**config.mk**
```make
export PLATFORM = sky130hd
export DESIGN_NAME = board_in_edge_pio
export DESIGN_NICKNAME = d
export VERILOG_FILES = /design/src/rtl/board_in_edge_pio.sv
export SDC_FILE = /design/constraint.sdc
export NUM_CORES = 1
export LEC_CHECK = 0
export CAP_MARGIN = 15
export CORE_AREA = 10 10 85 69
export CTS_CLUSTER_DIAMETER = 50
export DETAILED_ROUTE_END_ITERATION = 6
export DIE_AREA = 0 0 95 79
export GPL_ROUTABILITY_DRIVEN = 0
export PLACE_DENSITY = 0.8
export SLEW_MARGIN = 10
export SYNTH_ARGS = -nofsm -noshare
export SYNTH_HDL_FRONTEND = slang
export SYNTH_SLANG_ARGS = --single-unit
```
**constraint.sdc**
```tcl
create_clock -name clk -period 1 [get_ports clk]
set_clock_uncertainty 0.1 [all_clocks]
set_input_delay 0.2 -clock clk [delete_from_list [all_inputs] [get_ports clk]]
set_output_delay 0.2 -clock clk [all_outputs]
set_load 0.1 [all_outputs]
```
**src/rtl/board_in_edge_pio.sv**
```systemverilog
// board_in_edge_pio: Avalon-MM slave sampling a board input bus.
// Synchronizer chain, per-bit edge capture (write-1-to-clear), interrupt
// mask and registered level irq. Registers: 0 data (RO), 1 reserved,
// 2 irq_mask (R/W), 3 edge_capture (R, W1C). Read latency is one cycle.
// Optional input debouncing is compiled in with `define BOARD_IN_DEBOUNCE_EN.
module board_in_edge_pio #(
   parameter int unsigned DATA_WIDTH      = 8,
   parameter int unsigned SYNC_STAGES     = 2,
   parameter int unsigned EDGE_TYPE       = 0,
   parameter int unsigned DEBOUNCE_CYCLES = 16
) (
   input  logic                  clk,
   input  logic                  reset_n,
   input  logic [1:0]            address,
   input  logic                  chipselect,
   input  logic                  write_n,
   input  logic [DATA_WIDTH-1:0] writedata,
   input  logic [DATA_WIDTH-1:0] in_port,
   output logic [DATA_WIDTH-1:0] readdata,
   output logic                  irq
);

   // Elaboration-time parameter sanity checks
   if (DATA_WIDTH < 1 || DATA_WIDTH > 32 || SYNC_STAGES < 2 ||
       EDGE_TYPE > 2 || DEBOUNCE_CYCLES < 2) begin : g_param_check
      $error("board_in_edge_pio: illegal parameter value");
   end

   typedef enum logic [1:0] {
      ADDR_DATA  = 2'd0,
      ADDR_RSVD  = 2'd1,
      ADDR_MASK  = 2'd2,
      ADDR_EDGE  = 2'd3
   } addr_e;

   logic [DATA_WIDTH-1:0] sync_q [SYNC_STAGES];
   logic [DATA_WIDTH-1:0] data_in;
   logic [DATA_WIDTH-1:0] prev_q;
   logic [DATA_WIDTH-1:0] edge_det;
   logic [DATA_WIDTH-1:0] cap_q, cap_d;
   logic [DATA_WIDTH-1:0] mask_q, mask_d;
   logic [DATA_WIDTH-1:0] rd_q, rd_d;
   logic                  irq_q, irq_d;
   logic                  wr_en;

   // Metastability chain: stage 0 samples the raw pins
   always_ff @(posedge clk or negedge reset_n) begin
      if (!reset_n) begin
         for (int unsigned i = 0; i < SYNC_STAGES; i++) begin
            sync_q[i] <= '0;
         end
      end else begin
         sync_q[0] <= in_port;
         for (int unsigned i = 1; i < SYNC_STAGES; i++) begin
            sync_q[i] <= sync_q[i-1];
         end
      end
   end

`ifdef BOARD_IN_DEBOUNCE_EN
   localparam int unsigned CNT_W = $clog2(DEBOUNCE_CYCLES) + 1;
   localparam logic [CNT_W-1:0] CNT_LAST = CNT_W'(DEBOUNCE_CYCLES - 1);

   logic [CNT_W-1:0]      cnt_q [DATA_WIDTH];
   logic [CNT_W-1:0]      cnt_d [DATA_WIDTH];
   logic [DATA_WIDTH-1:0] deb_q, deb_d;

   // Per-bit stability counters: a bit only follows the synchronized input
   // after it has disagreed with the debounced value for DEBOUNCE_CYCLES cycles
   always_comb begin
      deb_d = deb_q;
      for (int unsigned b = 0; b < DATA_WIDTH; b++) begin
         cnt_d[b] = '0;
         if (sync_q[SYNC_STAGES-1][b] != deb_q[b]) begin
            if (cnt_q[b] == CNT_LAST) begin
               deb_d[b] = sync_q[SYNC_STAGES-1][b];
            end else begin
               cnt_d[b] = cnt_q[b] + 1'b1;
            end
         end
      end
   end

   // Debounce state registers
   always_ff @(posedge clk or negedge reset_n) begin
      if (!reset_n) begin
         deb_q <= '0;
         for (int unsigned b = 0; b < DATA_WIDTH; b++) begin
            cnt_q[b] <= '0;
         end
      end else begin
         deb_q <= deb_d;
         for (int unsigned b = 0; b < DATA_WIDTH; b++) begin
            cnt_q[b] <= cnt_d[b];
         end
      end
   end

   assign data_in = deb_q;
`else
   assign data_in = sync_q[SYNC_STAGES-1];
`endif

   // Edge detection against the previous data_in sample
   always_comb begin
      case (EDGE_TYPE)
         0:       edge_det = data_in & ~prev_q;
         1:       edge_det = ~data_in & prev_q;
         default: edge_det = data_in ^ prev_q;
      endcase
   end

   assign wr_en = chipselect & ~write_n;

   // Next-state for capture, mask, read mux and irq; capture set wins over W1C
   always_comb begin
      cap_d  = (cap_q & ~((wr_en && address == ADDR_EDGE) ? writedata : '0))
               | edge_det;
      mask_d = (wr_en && address == ADDR_MASK) ? writedata : mask_q;
      case (addr_e'(address))
         ADDR_DATA: rd_d = data_in;
         ADDR_MASK: rd_d = mask_q;
         ADDR_EDGE: rd_d = cap_q;
         default:   rd_d = '0;
      endcase
      irq_d = |(cap_q & mask_q);
   end

   // Register state and registered outputs
   always_ff @(posedge clk or negedge reset_n) begin
      if (!reset_n) begin
         prev_q <= '0;
         cap_q  <= '0;
         mask_q <= '0;
         rd_q   <= '0;
         irq_q  <= 1'b0;
      end else begin
         prev_q <= data_in;
         cap_q  <= cap_d;
         mask_q <= mask_d;
         rd_q   <= rd_d;
         irq_q  <= irq_d;
      end
   end

   assign readdata = rd_q;
   assign irq      = irq_q;

endmodule
```
==> results of run 1 <==
## final timing paths
kind	end	depth (start not counted)	start
max in group asynchronous	readdata[1]$_DFF_PN0_	3	reset_n
setup / recovery	readdata[0]	1	readdata[0]$_DFF_PN0_
min in group asynchronous	cap_q[2]$_DFF_PN0_	3	reset_n
setup reg to reg	irq$_DFF_PN0_	2	mask_q[3]$_DFFE_PN0P_
hold reg to reg	data_in[4]$_DFF_PN0_	0	sync_q[12]$_DFF_PN0_
hold / removal	readdata[7]$_DFF_PN0_	3	address[0]
## cell families (layout without fill, tap and decap cells)
logic type | after synthesis | after routing | share of synthesized area
AO/OA/AOI/OAI | 20 | 20 | 0.120
buffers and inverters | 21 | 68 | 0.0566
flip-flops | 49 | 49 | 0.668
multiplexers | 16 | 16 | 0.109
AND/OR/NAND/NOR | 12 | 12 | 0.0464
## cells in the mapped netlist
cell,n,area share
o2bb2ai_1,8,0.038
buf_6,3,0.018
nand2b_1,8,0.027
buf_2,2,0.0055
and2_0,1,0.0034
mux2_4,8,0.065
nand4_1,1,0.0034
mux2i_1,8,0.044
and4b_1,1,0.0055
dfrtp_1,49,0.67
and4bb_1,1,0.0068
inv_1,16,0.033
o221ai_2,8,0.065
a22oi_1,4,0.016
## tightest hold or removal path, cell delays in order
cell and delay (ns):
buf_2 0.08, buf_4 0.16, o2bb2ai_1 0.07
## area by class of cell
type	instances	area, sq um
tap	57	71.3
timing repair buffer	44	504
clock inverter	1	5.00
inverter	16	60.1
fill	355	1770
multi-input combinational	48	517
sequential	49	1240
clock buffer	7	96.3
## metal layers
| layer | track usage | routed length [microns] |
|---|---|---|
| met1 | 0.116 | 1530 |
| met2 | 0.197 | 2020 |
| met5 | 0 | 0 |
| met3 | 0.0461 | 177 |
| met4 | 0.0403 | 41 |
## sequential cells by signal (all words and copies together) (netlist names)
signal,cells
irq,1
sync_q,8
readdata,8
cap_q,8
data_in,8
mask_q,8
prev_q,8
## repair_timing
item,in CTS,in global routing
pin swaps,1,3
hold buffers,1,0
gates resized for setup,16,8
buffers inserted,0,1
setup endpoints to repair,34,28
endpoints found under the hold margin,49,0
## stage by stage
step           total power [W]  TNS (ns)  hold slack [ns]  setup WS (ns)   util
3_5_place_dp           0.00324    -15.00            0.110         -0.659  0.555
6_report               0.00444     -1.74            0.134         -0.198  0.585
5_1_grt                0.00466     -2.01            0.158         -0.233  0.585
4_1_cts                0.00449     -1.86            0.128         -0.213  0.582
2_1_floorplan          0.00282    -0.989           -0.196         -0.124      -
3_3_place_gp           0.00321    -13.78           0.0963         -0.611  0.555
## report_power, final
part           switching (W)  total [W]  internal, W
sequential          0.000136    0.00229      0.00215
combinational       0.000483   0.000912     0.000429
clock               0.000618    0.00124     0.000625
==> out/qor.yml, run 1 <==
critPathTopFamily: "flip-flops"
path_cells: "buf_12"
peakVddDrop_uv: 973
setup_viol: 9
r2r_slack_ns: 0.05
timing.final.ws_setup_ns: -0.198
cp.required_ns: 0.70
syn_nets: 140
grt_start_max_net_pins: 50
critical_path_buf_inv_count: 1
cp.arrival_ns: 0.90
grt.overflow.total: 0
grt_pass1_vias: 1284
drive_gt1_frac: 0.388
hold_violations: 0
drc: 0
vias: 1066
yosys_register_bits: 49
crit_type: "reg2out"
ys_seq_area_frac: 0.668
avgSynthCellArea_sq_um: 15.6
hpwl_microns: 2850
die-area_sq_mm: 0.00751
design_area_sq_mm: 0.00249
numClockSinks: 49
wl_per_cell_microns: 17.0
nNetsFinal: 186
port_buffers: 30
final_cell_mix: "dfrtp_1 (40), inv_1 (16), clkdlybuf4s50_1 (16), buf_12 (10), dfrtp_2 (9)"
slew_headroom: 0.777
place_area_sq_mm: 0.00236
final_cell_count_no_fill: 222
max_freq_mhz: 835
grt_pass1_wl_microns: 6360
clock_path_buffers: 2
rows: 21
status: "finished, violations left"
dp_cells: 212
n_antenna_cell: 0
die_w_microns: 95
cts_tree: "done"
ioPinCount: 31
tightest_slew_ns: 0.335
p_leak_nw: 1.14
synthCells: 118
path_clk_slew_ns: 0.09
vias_per_cell: 4.80
layout_commonest_cell: "dfrtp_1"
initial_core_util: 0.431
yosysWarnings: 0
endpoint_kind: "output port"
worstSkewPairLatency_ns: 0.30
antenna_found_initial: 0
firstDrtPassIters: 3
ant_nets: 0
drv_slew: 0
syn_to_final_growth_pct: 35.7
crit_path_max_incr_delay_ns: 0.42
cts_made_buffers: 5
min_period_ns: 1.20
max_cap_violations: 0
path_max_fanout: 1
slowest_stage: "dfrtp_2"
start_kind: "flop"
powerDensity_mw_per_mm2: 1780
fin_crit_sh: 1.20
grt_usage: 0.111
hold_class: "in2reg"
rsz0062_at_grt: "true"
core_area_sq_mm: 0.00426
synth_cell_types: 14
wl_microns: 3780
synth_area_sq_mm: 0.00184
drt_iter0_drc: 24
violations: "setup timing"
htreeDepth: 2
die_h_microns: 79
cts_root_buffer: "clkbuf_8"
No activity file was read; power rests on OpenSTA's default activity.
==> inputs of run 2 (changes only) <==
--- a/config.mk
+++ b/config.mk
@@ -5,7 +5,6 @@
 export SDC_FILE = /design/constraint.sdc
 export NUM_CORES = 1
 export LEC_CHECK = 0
-export CAP_MARGIN = 15
 export CORE_AREA = 10 10 85 69
 export CTS_CLUSTER_DIAMETER = 50
 export DETAILED_ROUTE_END_ITERATION = 6
==> results of run 2 <==
Final layout, timing and power as in run 1 (identical DEF).
==> inputs of run 3 (changes only) <==
--- a/config.mk
+++ b/config.mk
@@ -5,12 +5,12 @@
 export SDC_FILE = /design/constraint.sdc
 export NUM_CORES = 1
 export LEC_CHECK = 0
-export CORE_AREA = 10 10 85 69
+export CORE_AREA = 10 10 102 81
 export CTS_CLUSTER_DIAMETER = 50
 export DETAILED_ROUTE_END_ITERATION = 6
-export DIE_AREA = 0 0 95 79
+export DIE_AREA = 0 0 112 91
 export GPL_ROUTABILITY_DRIVEN = 0
-export PLACE_DENSITY = 0.8
+export PLACE_DENSITY = 0.61
 export SLEW_MARGIN = 10
 export SYNTH_ARGS = -nofsm -noshare
 export SYNTH_HDL_FRONTEND = slang
==> out/qor.yml, run 3 (synthesis gave the netlist of run 1 again) <==
status: "finished, violations left"
violations: "setup timing"
path_cells: "buf_12"
initial_core_util: 0.295  # -0.136
hpwl_microns: 2930  # +2.6%
numClockSinks: 49  # unchanged
timing.final.ws_setup_ns: -0.218  # -0.0200 ns
cts_tree: "done"
n_antenna_cell: 0  # unchanged
core_area_sq_mm: 0.00622  # +46%
cts_made_buffers: 5  # unchanged
slowest_stage: "dfrtp_2"
endpoint_kind: "output port"
tns_ns: -1.72  # +0.0160 ns
clock_path_buffers: 2  # unchanged
rsz0062_at_grt: "true"
use_met1: 0.0990  # -0.0168
layout_commonest_cell: "dfrtp_1"
drt_iter0_drc: 81  # +240%
path_max_fanout: 1  # unchanged
vias_per_cell: 4.43  # -7.8%
fin_crit_sh: 1.22  # +0.0200
final_cell_mix: "dfrtp_1 (40), inv_1 (16), clkdlybuf4s50_1 (16), buf_4 (14), buf_12 (10)"
met3_usage: 0.0322  # -0.0138
nNetsFinal: 190  # +2.2%
htreeDepth: 2  # unchanged
place_area_sq_mm: 0.00242  # +2.5%
fin_util: 0.414  # -0.171
slew_headroom: 0.784  # +0.00714
antenna_found_initial: 0  # unchanged
busiest_layer: "met2"
cp.arrival_ns: 0.92  # +0.02 ns
r2r_slack_ns: 0.05  # about the same
syn_to_final_growth_pct: 40.4
critPathTopFamily: "flip-flops"
max_cap_violations: 0  # unchanged
critical_path_buf_inv_count: 1  # unchanged
cts_root_buffer: "clkbuf_8"
ant_nets: 0  # unchanged
tightest_slew_ns: 0.324  # -0.0107 ns
finalPower_w: 0.00467  # +5.1%
place_worst_setup_slack_ns: -0.694  # -0.0347 ns
firstDrtPassIters: 4  # +1
rows: 25  # +19%
max_freq_mhz: 821  # -1.6%
grt_pass1_vias: 1231  # -4.1%
grt.overflow.total: 0  # unchanged
grt_pass1_wl_microns: 6380  # +0.33%
ioPinCount: 31  # unchanged
met2_usage: 0.117  # -0.0800
crit_path_max_incr_delay_ns: 0.45  # +0.03 ns
hold_violations: 0  # unchanged
setup_viol: 9  # unchanged
port_buffers: 30  # unchanged
die_w_microns: 112  # +18%
path_clk_slew_ns: 0.09  # about the same
grt_usage: 0.0767  # -0.0347
worstSkewPairLatency_ns: 0.29  # about the same
die_h_microns: 91  # +15%
drv_slew: 0  # unchanged
crit_type: "reg2out"
p_leak_nw: 1.16  # +2.1%
hold_class: "in2reg"
wl_microns: 3810  # +0.98%
powerDensity_mw_per_mm2: 1810  # +1.6%
fill_cells: 551  # +55%
peakVddDrop_uv: 812  # -17%
wl_per_cell_microns: 15.2  # -10%
drive_gt1_frac: 0.402  # +0.0145
start_kind: "flop"
vias: 1107  # +3.8%
min_period_ns: 1.22  # +0.0200 ns
die-area_sq_mm: 0.0102  # +36%
cp.required_ns: 0.70  # about the same
drc: 0  # unchanged
grt_start_max_net_pins: 50  # unchanged
design_area_sq_mm: 0.00258  # +3.4%
[run 3: final cells by class]
type,count,area [sq um],area share
inverter,16,60.1,0.0233
sequential,49,1240,0.480
timing repair buffer,48,536,0.208
multi-input combinational,48,526,0.204
tap,81,101,0.0393
clock buffer,7,86.3,0.0335
clock inverter,1,30.0,0.0117
[run 3: path summary, 6_finish.rpt]
| path | start | to | cells past startpoint |
|---|---|---|---|
| worst max-delay path | readdata[3]$_DFF_PN0_ | readdata[3] | 1 |
| worst min-delay path | address[0] | readdata[1]$_DFF_PN0_ | 3 |
| worst max register to register | mask_q[2]$_DFFE_PN0P_ | irq$_DFF_PN0_ | 2 |
| worst min register to register | sync_q[15]$_DFF_PN0_ | data_in[7]$_DFF_PN0_ | 0 |
| max in group asynchronous | reset_n | readdata[6]$_DFF_PN0_ | 3 |
| min in group asynchronous | reset_n | sync_q[13]$_DFF_PN0_ | 3 |
[run 3: stage by stage]
stage	hold WS, ns	cells
floorplan	-0.196	118
global placement	0.0987	240
detailed placement	0.108	240
CTS	0.104	249
global route	0.126	250
finish	0.123	250
[run 3: what timing repair did]
action	4_1_cts	5_1_grt
pin swaps	1	2
hold buffers	1	0
gates resized for setup	24	2
hold endpoints to repair	49	0
endpoints found under the setup margin	34	10
setup buffers	0	1
[run 3: metal layers]
metal | vias to the layer above | share of wire
met5 | - | 0
met1 | 560 | 0.45
met3 | 4 | 0.065
met2 | 35 | 0.48
met4 | 0 | 0.0063
li1 | 508 | -
[run 3: power by group]
| group | internal [W] | switching, W |
|---|---|---|
| combinational | 0.000445 | 0.000490 |
| sequential | 0.00215 | 0.000146 |
| clock | 0.000816 | 0.000620 |
| total | 0.00341 | 0.00126 |
